<file path="config.mk">
export PLATFORM = sky130hd
export DESIGN_NAME = traffic_phase_ctrl
export DESIGN_NICKNAME = d
export VERILOG_FILES = /design/src/rtl/traffic_phase_ctrl.sv
export SDC_FILE = /design/constraint.sdc
export NUM_CORES = 1
export LEC_CHECK = 0
export ABC_AREA = 1
export CAP_MARGIN = 5
export CORE_MARGIN = 4
export CORE_UTILIZATION = 51
export DETAILED_ROUTE_END_ITERATION = 8
export GPL_TIMING_DRIVEN = 0
export PLACE_DENSITY = 0.78
export SYNTH_ARGS = -nofsm -noshare
export SYNTH_HDL_FRONTEND = slang
export SYNTH_SLANG_ARGS = --single-unit
</file>
<file path="constraint.sdc">
create_clock -name clk -period 1.98 [get_ports clk]
set_clock_uncertainty 0.05 [all_clocks]
set_input_delay 0.594 -clock clk [delete_from_list [all_inputs] [get_ports clk]]
set_output_delay 0.594 -clock clk [all_outputs]
set_load 0.05 [all_outputs]
</file>
<file path="src/rtl/traffic_phase_ctrl.sv">
// rtl/traffic_phase_ctrl.sv - two-road traffic phase sequencer with BCD countdown and pedestrian short green
module traffic_phase_ctrl #(
    parameter logic [7:0] GREEN_T   = 8'h25,
    parameter logic [7:0] YELLOW_T  = 8'h03,
    parameter logic [7:0] ALLRED_T  = 8'h02,
    parameter logic [7:0] PED_SHORT = 8'h05
) (
    input  logic       clk,
    input  logic       rst,
    input  logic       tick,
    input  logic       ped_req,
    output logic [2:0] ns_light,
    output logic [2:0] ew_light,
    output logic       walk,
    output logic [3:0] cnt_tens,
    output logic [3:0] cnt_ones,
    output logic       phase_done
);

    typedef enum logic [2:0] {
        NS_G = 3'd0,
        NS_Y = 3'd1,
        AR1  = 3'd2,
        EW_G = 3'd3,
        EW_Y = 3'd4,
        AR2  = 3'd5
    } state_t;

    state_t     state_q;
    state_t     state_d;
    logic [7:0] cnt_q;
    logic [7:0] cnt_dec_d;
    logic [7:0] dur_d;
    logic [2:0] ns_q, ew_q, ns_d, ew_d;
    logic       walk_q, done_q, ped_pend_q;
    logic       ped_any, short_green, state_valid;

    // state_d is the successor phase, used only when the count expires
    always_comb begin
        state_d = AR2;
        case (state_q)
            NS_G:    state_d = NS_Y;
            NS_Y:    state_d = AR1;
            AR1:     state_d = EW_G;
            EW_G:    state_d = EW_Y;
            EW_Y:    state_d = AR2;
            AR2:     state_d = NS_G;
            default: state_d = AR2;
        endcase
    end

    always_comb begin
        dur_d = ALLRED_T;
        ns_d  = 3'b100;
        ew_d  = 3'b100;
        case (state_d)
            NS_G:    begin dur_d = GREEN_T;  ns_d = 3'b001; end
            NS_Y:    begin dur_d = YELLOW_T; ns_d = 3'b010; end
            EW_G:    begin dur_d = GREEN_T;  ew_d = 3'b001; end
            EW_Y:    begin dur_d = YELLOW_T; ew_d = 3'b010; end
            default: dur_d = ALLRED_T;
        endcase
    end

    always_comb begin
        if (cnt_q[3:0] == 4'd0) begin
            cnt_dec_d = {cnt_q[7:4] - 4'd1, 4'd9};
        end else begin
            cnt_dec_d = {cnt_q[7:4], cnt_q[3:0] - 4'd1};
        end
    end

    // valid BCD compares correctly as plain binary
    assign ped_any     = ped_pend_q | ped_req;
    assign short_green = (state_q == NS_G) && ped_any && (cnt_q > PED_SHORT);
    assign state_valid = state_q inside {NS_G, NS_Y, AR1, EW_G, EW_Y, AR2};

    always_ff @(posedge clk) begin
        if (rst) begin
            state_q    <= AR2;
            cnt_q      <= ALLRED_T;
            ns_q       <= 3'b100;
            ew_q       <= 3'b100;
            walk_q     <= 1'b0;
            done_q     <= 1'b0;
            ped_pend_q <= 1'b0;
        end else if (!state_valid) begin
            state_q    <= AR2;
            cnt_q      <= ALLRED_T;
            ns_q       <= 3'b100;
            ew_q       <= 3'b100;
            walk_q     <= 1'b0;
            done_q     <= 1'b0;
            ped_pend_q <= ped_any;
        end else begin
            done_q <= 1'b0;
            if (ped_req) begin
                ped_pend_q <= 1'b1;
            end
            if (tick) begin
                if (cnt_q == 8'h01) begin
                    state_q <= state_d;
                    cnt_q   <= dur_d;
                    ns_q    <= ns_d;
                    ew_q    <= ew_d;
                    done_q  <= 1'b1;
                    if (state_d == EW_G) begin
                        walk_q     <= ped_any;
                        ped_pend_q <= 1'b0;
                    end else begin
                        walk_q <= 1'b0;
                    end
                end else if (short_green) begin
                    cnt_q <= PED_SHORT;
                end else begin
                    cnt_q <= cnt_dec_d;
                end
            end
        end
    end

    assign ns_light   = ns_q;
    assign ew_light   = ew_q;
    assign walk       = walk_q;
    assign cnt_tens   = cnt_q[7:4];
    assign cnt_ones   = cnt_q[3:0];
    assign phase_done = done_q;

endmodule

</file>
Yosys cells after proc, flatten, opt, wreduce, memory -nomap -nowiden
Cells that the tools add are included.

Equal/unequal tests: 9. Add/sub/neg operators: 2. Reductions and logical operators: 13. Muxes and demuxes: 14. $lt $le $gt $ge: 1. Bitwise operators: 3.

Operators by type and width (count): two-way mux 8 bit (3); one-hot mux 3 bit (5 select lines) (1); one-hot mux 3 bit (2 select lines) (2); one-hot mux 6 bit (2 select lines) (1); equality test 3 x 2 -> 1 bit (second input constant) (3); equality test 3 bit (second input constant) (3); equality test 8 x 1 -> 1 bit (second input constant) (1); > comparator 8 x 3 -> 1 bit (second input constant) (1); subtractor 4 x 1 -> 4 bit (second input constant) (2); two-way mux 1 bit (7); equality test 3 x 1 -> 1 bit (second input constant) (2); zero test 3 bit (2); nonzero test 6 bit (1); OR reduction 2 bit (3); zero test 4 bit (1); AND reduction 2 bit (2); nonzero test 3 bit (1); OR reduction 3 bit (1); logical AND 1 bit (2); NOT 1 bit (2); OR 1 bit (1).

Register bits after elaboration: 20. Output and inout port bits: 16.

Longest topological paths before layout
Word-level depth: 7. Mapped depth: 11. Gate-level depth less buffers: 11.

Worst setup path after synthesis
Ideal clock, no wire load.

Path type: register to register. From: register cnt_q[4]. To: register cnt_q[5]. Stages on the path, launching flop included: 11. Arrival: 1.642 ns. Buffers on the path: 0. Setup time: 0.113 ns. Setup slack: 0.175 ns. Period minus slack after synthesis: 1.805 ns. Required time: 1.817 ns. Cells stage by stage: dfxtp_1 -> inv_1 -> ha_1 -> nand3_1 -> nor2_4 -> inv_2 -> nand3_4 -> nand2_2 -> nand2_1 -> nand2_1 -> nor2_1.

Cells in the longest elaborated chain, start to end: 4.

RTL lines: start: declaration (line 31) `logic [7:0] cnt_q;`; start signal: assignment (line 103) `cnt_q <= dur_d;`; start signal: assignment (line 116) `cnt_q <= cnt_dec_d;`; > comparator 8 x 3 -> 1 bit or subtractor 4 x 1 -> 4 bit (tied branches) (line 75, 67); logical AND 1 bit or two-way mux 8 bit (tied branches) (line 75, 66); nonzero test 3 bit (no line) or two-way mux 8 bit (tied branches); AND reduction 2 bit (no line) or two-way mux 8 bit (tied branches).

Several ways; a longest one is shown, not always the timed one. The select of a mux whose other input is x is not followed. A chain may end at the register's enable or synchronous reset.

Worst setup path in the final report
From: register cnt_q[2]. To: output port cnt_ones[2].

RTL lines: end: declaration (line 16) `output logic [3:0] cnt_ones,`.

No word-level cell between the ends.

==> results.ini <==
[placed_design]
dp.cells=209
hpwl_mm=1.80
place.gp.congestion=0.823
port_buffers=19

[job]
drv_cap=0

[yosys]
syn_area_per_cell_um2=6.83
synth_top_cell_by_area=dfxtp_1
netlist.area_leader.share=0.360
ys_seq_elements=20
synth_nets=170
async_reset_ff_frac=0
synthFlopType=dfxtp_1
synth_area_mm2=0.00111
yosys_warnings=0
syn_inst=163
yosysSeqAreaShare=0.360
synth_cell_types=24
synth_area_leaders=dfxtp_1, nand2_1, nor2_1, inv_1, nand3_1
synth_edf_count=0

[die]
fp.dieH_um=54.7
start_util=0.551
fp-row-count=16
boundaryPins=20
die_area_mm2=0.00299
die_w_um=54.7
core_region_area_mm2=0.00202

[setup_path]
crit-reg2reg-launch=cnt_q[4]$_SDFFE_PP0P_
worstSetupEndpoint=cnt_ones[2]
cpMaxStageDelayCell=dlygate4sd2_1
cp_num_cells=1
crit_chain=dlygate4sd2_1
worstPathArrival_ns=1.28
path_buf_inv=1
worst_setup_path_start_kind=register
crit_fanout=6
cpLargestDelayFamily=buffers and inverters
ff2ff_setup_slack_ns=0.37
critical_path.startpoint=cnt_q[2]$_SDFFE_PP0P_
r2r_cells=8
reg2reg_to=state_q[2]$_SDFFE_PP1P_
cpPeakStageDelay_ns=0.55
crit_path_end_kind=output port
crit_type=reg -> out
required_ns=1.34

[layout]
drive_above_1_share=0.124
n_fill_cell=198
finish.utilization=0.671
syn_to_final_growth_pct=21.8
stdcell_count=213
multi_input_area_um2=599
seqCellArea_um2=400
num_antenna_cells=0
fin_nets=194

[clock_tree]
clk_pin_slew_ns=0.12
cts_buffers=3
cts_sinks=20
post_cts_buffers=0
clock_latency_ns=0.30
cts_tree=done
cts-root-buf=clkbuf_4
h-tree-depth=1
cts_buffer_depth=2

[detailed_routing]
drtPass1Iterations=4
antenna_left=0
wirelength_mm=2.37
vias=1089
drtIter0Drc=15
routed_via_density=5.11
drc=0
wl_per_cell_um=11.1

[timing]
max_freq_mhz=519
min_period_ns=1.93
finalSetupViolCount=0
worstMarginPinSlew_ns=0.493
grt_setup_unrepaired=false
slew_viol_final=0
period_share=0.974
finalHoldViolations=0
slew_headroom=0.673

[global_routing]
antenna_found_initial=0
grt_first_pass_wirelength_mm=4.00
grt_start_max_net_pins=12
overflow=0
grt_pass1_vias=995
grt_usage=0.179

[run_status]
outcome=finished clean

[worst_hold_path]
worstHoldPathType=reg -> reg

[power]
power_density_mw_per_mm2=707
ir_drop_mv=0.591
p_total_mw=0.959
p_leak_nw=0.705

stage by stage:
| stage | area, um^2 | setup TNS, ns | worst slack [ns] | hold WS (ns) |
|---|---|---|---|---|
| 2_1_floorplan | 1110 | 0 | 0.175 | 0.478 |
| 3_3_place_gp | 1340 | 0 | 0.00109 | 0.403 |
| 3_5_place_dp | 1340 | -0.00601 | -0.00601 | 0.408 |
| 4_1_cts | 1360 | 0 | 0.0416 | 0.422 |
| 5_1_grt | 1360 | 0 | 0.00185 | 0.443 |
| 6_report | 1360 | 0 | 0.0522 | 0.418 |
cells in the final DEF (no fill, tap or decap), drive strengths merged:
cell,count
dlygate4sd2,15
nand2,42
nand3,16
ha,3
nand4,4
a21oi,13
clkdlybuf4s50,3
o22ai,1
clkdlybuf4s15,1
clkbuf,4
dfxtp,20
buf,3
nor2,27
o21ai,5
o211ai,1
a211oi,2
inv,24
nor3,2
cell families (layout without fill, tap and decap cells):
kind of cell | after synthesis | count (layout) | share of synthesized area
AND/OR/NAND/NOR | 91 | 91 | 0.390
buffers and inverters | 27 | 50 | 0.102
flip-flops | 20 | 20 | 0.360
adder cells (fa/ha/maj) | 3 | 3 | 0.0337
AO/OA/AOI/OAI | 22 | 22 | 0.115
tightest hold or removal path: stages (launching register included):
cell and delay [ns]:
dfxtp_1 0.33, nand2_1 0.06, a21oi_1 0.05
sequential cells by signal, summed over array words and instances, names as in the netlist:
register,flops
cnt_q,8
ew_light,3
ns_light,3
ped_pend_q,1
phase_done,1
state_q,3
walk,1
layer usage:
metal | global-route usage | wire, um | vias to the layer above
li1 | - | - | 568
met1 | 0.217 | 1100 | 507
met2 | 0.325 | 1190 | 12
met3 | 0.0245 | 56 | 2
met4 | 0.0498 | 12 | 0
met5 | 0 | 0 | -
report_power, final:
| part | switching, mW | internal [mW] |
|---|---|---|
| logic | 0.186 | 0.0887 |
| clock network | 0.126 | 0.112 |
| registers | 0.0232 | 0.424 |
| total | 0.334 | 0.625 |
area by class of cell:
cell class / instances / share of cell area
clock buffer: 4 / 0.0268
inverter: 24 / 0.0664
timing repair buffer: 19 / 0.127
tap: 27 / 0.0249
sequential: 20 / 0.295
buffer: 3 / 0.0175
multi-input combinational: 116 / 0.442
cells in the mapped netlist (2+ instances only):
cell / count
nand2_2: 3
nor2_4: 4
o21ai_0: 5
nand3_1: 15
inv_2: 3
nand4_1: 4
dfxtp_1: 20
nor2_1: 22
ha_1: 3
a21oi_1: 12
nor3_1: 2
nand2_1: 38
inv_1: 21
what timing repair did:
| item | CTS | global route |
|---|---|---|
| endpoints found under the hold margin | 0 | 0 |
| endpoints found under the setup margin | 16 | 0 |
| hold buffers | 0 | 0 |
| resized for setup | 18 | 0 |
worst min path at each step:
stage | from | to | depth (start not counted)
5_1_grt | ew_light[0]$_SDFFE_PP0P_ | ew_light[0]$_SDFFE_PP0P_ | 2
3_3_place_gp | ew_light[0]$_SDFFE_PP0P_ | ew_light[0]$_SDFFE_PP0P_ | 2
6_report | ew_light[0]$_SDFFE_PP0P_ | ew_light[0]$_SDFFE_PP0P_ | 2
2_1_floorplan | state_q[1]$_SDFFE_PP0P_ | ew_light[1]$_SDFFE_PP0P_ | 2
3_5_place_dp | ew_light[0]$_SDFFE_PP0P_ | ew_light[0]$_SDFFE_PP0P_ | 2
4_1_cts | ew_light[0]$_SDFFE_PP0P_ | ew_light[0]$_SDFFE_PP0P_ | 2
No activity file was read; power rests on OpenSTA's default activity.
